### src/rtl/fft4_stream_out.sv
// Output serializer for the 4-point FFT: captures one frame of four complex bins
// and streams them X0..X3 over a valid/ready interface with an optional arithmetic shift.
//
//   state | meaning
//   IDLE  | no frame held, ready to capture
//   SEND  | presenting bin[idx] until accepted
module fft4_stream_out #(
    parameter int N     = 35,
    parameter int SHIFT = 0
) (
    input  logic                       clk,
    input  logic                       rst,
    input  logic                       in_valid,
    output logic                       in_ready,
    input  logic signed [N-1:0]        x0_re,
    input  logic signed [N-1:0]        x0_im,
    input  logic signed [N-1:0]        x1_re,
    input  logic signed [N-1:0]        x1_im,
    input  logic signed [N-1:0]        x2_re,
    input  logic signed [N-1:0]        x2_im,
    input  logic signed [N-1:0]        x3_re,
    input  logic signed [N-1:0]        x3_im,
    output logic                       out_valid,
    input  logic                       out_ready,
    output logic signed [N-SHIFT-1:0]  out_re,
    output logic signed [N-SHIFT-1:0]  out_im,
    output logic [1:0]                 out_idx,
    output logic                       out_last
);

    typedef enum logic {IDLE = 1'b0, SEND = 1'b1} state_t;

    state_t             state, state_nxt;
    logic [1:0]         idx, idx_nxt;
    logic signed [N-1:0] frame_re [4];
    logic signed [N-1:0] frame_im [4];
    logic               capture;
    logic               accept;
    logic signed [N-1:0] sel_re, sel_im, shf_re, shf_im;

    assign capture = in_valid && in_ready;
    assign accept  = (state == SEND) && out_ready;

    always_ff @(posedge clk or negedge rst) begin
        if (!rst) begin
            state <= IDLE;
            idx   <= 2'd0;
        end else begin
            state <= state_nxt;
            idx   <= idx_nxt;
        end
    end

    // Frame buffer only loads on a handshake, so backpressure can never corrupt it.
    always_ff @(posedge clk or negedge rst) begin
        if (!rst) begin
            for (int i = 0; i < 4; i++) begin
                frame_re[i] <= '0;
                frame_im[i] <= '0;
            end
        end else if (capture) begin
            frame_re[0] <= x0_re;
            frame_im[0] <= x0_im;
            frame_re[1] <= x1_re;
            frame_im[1] <= x1_im;
            frame_re[2] <= x2_re;
            frame_im[2] <= x2_im;
            frame_re[3] <= x3_re;
            frame_im[3] <= x3_im;
        end
    end

    always_comb begin
        state_nxt = state;
        idx_nxt   = idx;
        case (state)
            IDLE: begin
                if (capture) begin
                    state_nxt = SEND;
                    idx_nxt   = 2'd0;
                end
            end
            SEND: begin
                if (accept) begin
                    if (idx != 2'd3) begin
                        idx_nxt = idx + 2'd1;
                    end else begin
                        idx_nxt   = 2'd0;
                        state_nxt = capture ? SEND : IDLE;
                    end
                end
            end
            default: begin
                state_nxt = IDLE;
                idx_nxt   = 2'd0;
            end
        endcase
    end

    // Output words come straight from registers; only in_ready sees out_ready.
    always_comb begin
        in_ready  = rst && ((state == IDLE) ||
                            ((state == SEND) && (idx == 2'd3) && out_ready));
        out_valid = (state == SEND);
        out_idx   = idx;
        out_last  = (state == SEND) && (idx == 2'd3);
        sel_re    = frame_re[idx];
        sel_im    = frame_im[idx];
        shf_re    = sel_re >>> SHIFT;
        shf_im    = sel_im >>> SHIFT;
        out_re    = shf_re[N-SHIFT-1:0];
        out_im    = shf_im[N-SHIFT-1:0];
    end

endmodule

### config.mk
export PLATFORM = sky130hd
export DESIGN_NAME = fft4_stream_out
export DESIGN_NICKNAME = d
export VERILOG_FILES = /design/src/rtl/fft4_stream_out.sv
export SDC_FILE = /design/constraint.sdc
export NUM_CORES = 1
export LEC_CHECK = 0
export ABC_AREA = 0
export ABC_CLOCK_PERIOD_IN_PS = 2200
export BUFFER_PORTS_ARGS = -buffer_cell sky130_fd_sc_hd__buf_4
export CAP_MARGIN = 20
export CORE_ASPECT_RATIO = 0.8
export CORE_MARGIN = 1.5
export CORE_UTILIZATION = 50
export DETAILED_ROUTE_END_ITERATION = 10
export PLACE_DENSITY = 0.77
export SYNTH_ARGS = -nofsm -noshare
export SYNTH_HDL_FRONTEND = slang
export SYNTH_SLANG_ARGS = --single-unit
### constraint.sdc
create_clock -name clk -period 2.2 [get_ports clk]
set_input_delay 0 -clock clk [delete_from_list [all_inputs] [get_ports clk]]
set_output_delay 0 -clock clk [all_outputs]
set_load 0.03 [all_outputs]
==> results.cfg, run 1 <==
[run_status]
status = completed

[power]
ir_drop_mv = 0.949
finalPower_mw = 28.9
p_leak_nw = 9.17
powerDensity_mw_per_mm2 = 1440

[route]
wl_per_cell_um = 21.8
drcViolationCount = 0
drt_iter0_markers = 377
dr_total_vias = 8883
dr.pass1.iters = 4
final_antenna_net_count = 0
routed_via_density = 5.14
wl_um = 37600

[logic_synthesis]
ys_types = 16
synth-seq-cells = 283
synth-seq-area-share_pct = 53.5
synth_warnings = 0
syn-cell-area_mm2 = 0.0132
synthCells = 694
syn-num-nets = 979
avgSynthCellArea_um2 = 19.1

[worst_setup_path]
cp-startpoint = out_idx[0]
cp_max_fo = 37
r2r_setup_slack_ps = 100
cp-end-kind = output port
rr_worst_depth = 6
arrival_ps = 2140
worstReg2RegStart = out_idx[0]
cp-start-kind = flip-flop
cp.required_ps = 2200
worstSetupPathType = reg -> out
rr_endpoint = frame_re[130]

[timing]
slew_headroom_pct = 47.3
maxSlewViolCount = 0
period_needed_ps = 2140
setup_violations = 0
holdWs_ps = 195
tightest_slew_ps = 791
fin_setup_tns_ps = 0
hold_viol_final = 0
finalCritPeriodShare_pct = 97.1
setup_slack_ps = 63.3
rsz0062_at_grt = true
skew_ps = 20.4
max_freq_mhz = 468

[final_layout]
final_common_cell = buf_4
final_core_util_pct = 77.0
syn_to_final_growth_pct = 52.0
fin_area_mm2 = 0.0201
final_cell_mix = buf_4, dlygate4sd3_1, dfrtp_1
nets = 1627
layout-drive-gt1-share_pct = 57.2
fin_cells = 1728

[placed_design]
place_worst_setup_slack_ps = 168
dp_cells = 1382
gp_congestion = 0.749
dpl_cell_area_mm2 = 0.0161
port_buffers = 358
hpwl_um = 20200

[clock_tree]
cts.sinks = 283
root_buffer = clkbuf_16
clockBufferDepth = 3
cts_tree = built
clock_latency_ps = 540
cts_htree_levels = 1
postCtsSetupRepairBufs = 0
cts_buffers = 30
clk_pin_slew_worst_paths_ps = 60

[floorplan]
coreArea_mm2 = 0.0261
floorplan.initialDensity_pct = 50.7
fp.dieW_um = 185
std_cell_rows = 53
io_pins = 359
die_h_um = 149
die_area_mm2 = 0.0275

[hold_path]
hold_path_class = in -> async

[global_routing]
overflow = 0
grtUsageTotal_pct = 27.5
grt_pass1_wl_um = 57400
grt_pass1_vias = 10200
grt_max_degree = 146
antenna_found_initial = 5

[flow_run]
cap_violations = 0
-- sequential cells by signal, indices dropped and copies added (netlist names) --
name / cells
out_idx: 2
frame_im: 140
out_valid: 1
frame_re: 140
-- final cells by class --
class,count,area [um^2]
clock inverters,11,141
flip-flops and latches,283,7090
clock buffers,45,908
repair buffers,663,5960
fillers,1413,6000
diodes,5,12.5
multi-input cells,364,5570
well taps,357,447
-- cells in the mapped netlist, drive strengths merged --
| master | instances | share of area (%) |
|---|---|---|
| a21oi | 1 | 0.066 |
| and2 | 2 | 0.095 |
| buf | 41 | 4.3 |
| clkbuf | 6 | 0.17 |
| dfrtp | 283 | 53 |
| ha | 1 | 0.095 |
| mux2 | 280 | 29 |
| mux4 | 70 | 12 |
| nand2 | 6 | 0.17 |
| nand3 | 1 | 0.038 |
| o211ai | 2 | 0.11 |
| o31ai | 1 | 0.057 |
-- power by group --
group          internal, mW  switching, mW  total, mW
clock network          3.20           2.14       5.34
registers              7.85           1.60       9.46
logic                  7.84           6.28       14.1
-- routing by layer --
metal / share of wire, % / global-route usage (%) / wire length (um)
met5: 0 / 0 / 0
met3: 4.6 / 5.00 / 1730
met2: 52 / 49.3 / 19700
met1: 40 / 33.6 / 14900
met4: 3.3 / 9.07 / 1240
-- critical path, cell delays in order, from the launching register on --
cell and delay, ps:
dfrtp_4 480, buf_16 320, mux4_2 590, buf_6 160
-- cell families (layout without fill, tap and decap cells) --
logic type | Yosys count | in the layout | synth area share [%]
multiplexers | 350 | 350 | 41.4
flip-flops | 283 | 283 | 53.5
buffers and inverters | 47 | 719 | 4.47
AND/OR/NAND/NOR | 9 | 9 | 0.302
AO/OA/AOI/OAI | 4 | 4 | 0.236
adder cells (fa/ha/maj) | 1 | 1 | 0.0945
other | 0 | 5 | 0
-- what timing repair did --
item	CTS	global route
pin swaps	0	1
gates cloned	1	0
gates resized for setup	2	17
hold buffers	284	0
setup endpoints to repair	70	19
endpoints found under the hold margin	566	0
-- worst max path at each step --
stage / to / slack (ps) / cells past startpoint
after floorplan: frame_im[100] / 350 / 7
after global placement: frame_re[118] / 220 / 6
after detailed placement: frame_re[121] / 170 / 6
after CTS: out_im[30] / 10 / 3
after global routing: out_im[30] / -20 / 3
final: out_im[4] / 60 / 3
(Power assumes the default switching activity.)
==> run 2: changes to the inputs <==
Settings changed: BUFFER_PORTS_ARGS -buffer_cell sky130_fd_sc_hd__buf_4 to not set, CORE_MARGIN 1.5 to 2, DONT_BUFFER_PORTS set to 1, PLACE_DENSITY 0.77 to 0.65.
==> results.cfg, run 2 <==
[logic_synthesis]
synthCells = 694
synth_edf_count = 0
syn-cell-area_mm2 = 0.0132
netlist.area_leader.share_pct = 53.5
avgSynthCellArea_um2 = 19.1
synth.top_cells.by_count = dfrtp_1, mux2_4, mux2_2
ys_types = 16
ys.flop_type = dfrtp_1
ys_top_cells_by_area = dfrtp_1, mux2_4, mux4_2
synthArstFlopShare_pct = 100
synth-seq-cells = 283
synth-seq-area-share_pct = 53.5
post-synth-top-count-cell = dfrtp_1
syn-num-nets = 979
yosysTopAreaCell = dfrtp_1
synth_warnings = 0

[floorplan]
floorplan.initialDensity_pct = 50.7
std_cell_rows = 53
die_h_um = 150
fp.dieW_um = 186
io_pins = 359

[clock_tree]
root_buffer = clkbuf_16
cts.sinks = 283
cts_htree_levels = 1
cts_buffers = 29
clockBufferDepth = 3
postCtsSetupRepairBufs = 0
ctsHoldBuffers = 216
cts_resized = 1

[placed_design]
hpwl_um = 18600
gp_congestion = 0.797
port_buffers = 0

[run_status]
last-stage-reached = clock tree synthesis (4_1_cts)
tool.error = [ERROR RSZ-0060] Max buffer count reached.
status = stopped before the end
[run 2: cell families after synthesis]
group           after synthesis  synth area share, %
compound gates                4                0.236
mux                         350                 41.4
simple gates                  9                0.302
flops                       283                 53.5
fa+ha+maj                     1               0.0945
buf+inv                      47                 4.47
[run 2: stage by stage]
stage / setup slack [ps] / cells / util (%) / cell area (um^2) / hold slack, ps
3_5_place_dp: 185 / 1024 / 51.4 / 13400 / -288
2_1_floorplan: 355 / 694 / - / 13200 / -296
3_3_place_gp: 226 / 1024 / 51.4 / 13400 / -288
==> run 3: changes to the inputs <==
Settings changed: CORE_ASPECT_RATIO 0.8 to not set, CORE_UTILIZATION 50 to 35, PLACE_DENSITY 0.65 to not set, PLACE_DENSITY_LB_ADDON set to 0.15.
==> results.cfg, run 3 <==
[logic_synthesis]
ys.flop_type = dfrtp_1
syn-cell-area_mm2 = 0.0132
synth_top_family_by_area = multiplexers
synthArstFlopShare_pct = 100
synth_warnings = 0
syn-num-nets = 979
netlist.area_leader.share_pct = 53.5
synth-seq-cells = 283
synth_xor_area_share_pct = 0
synthAdderAreaFrac_pct = 0.0945
synthCells = 694
post-synth-top-count-cell = dfrtp_1
ys_top_cells_by_area = dfrtp_1, mux2_4, mux4_2
yosysTopAreaCell = dfrtp_1
synth_edf_count = 0
synth.top_cells.by_count = dfrtp_1, mux2_4, mux2_2
yosys.area_share.simple_pct = 0.302
ys_types = 16
avgSynthCellArea_um2 = 19.1
synth_compound_area_share_pct = 0.236
synth-seq-area-share_pct = 53.5
synthMuxAreaShare_pct = 41.4

[clock_tree]
cts.sinks = 283
postCtsSetupRepairBufs = 0
ctsHoldBuffers = 250
cts_buffers = 35
cts_htree_levels = 2
root_buffer = clkbuf_16
clockBufferDepth = 3
cts_resized = 1

[floorplan]
fp.dieW_um = 198
die_h_um = 198
std_cell_rows = 71
floorplan.initialDensity_pct = 35.3
io_pins = 359

[run_status]
tool.error = [ERROR RSZ-0060] Max buffer count reached.
status = stopped before the end
last-stage-reached = clock tree synthesis (4_1_cts)

[placed_design]
hpwl_um = 20000
port_buffers = 0
gp_congestion = 0.743
==> run 3: cell counts after synthesis <==
Identical to the previous run, type by type.
==> run 3: cell families after synthesis <==
| family | after synthesis |
|---|---|
| AOI/OAI and AO/OA | 4 |
| adders and majority gates | 1 |
| buffers and inverters | 47 |
| DFF | 283 |
| muxes | 350 |
| and+or+nand+nor | 9 |
==> run 3: per-stage QoR <==
| step | util, % | setup WS (ps) | area, um^2 | instances | hold slack [ps] |
|---|---|---|---|---|---|
| after floorplan | - | 355 | 13200 | 694 | -296 |
| after global placement | 36.4 | 192 | 13600 | 1184 | -288 |
| after detailed placement | 36.4 | 156 | 13600 | 1184 | -288 |
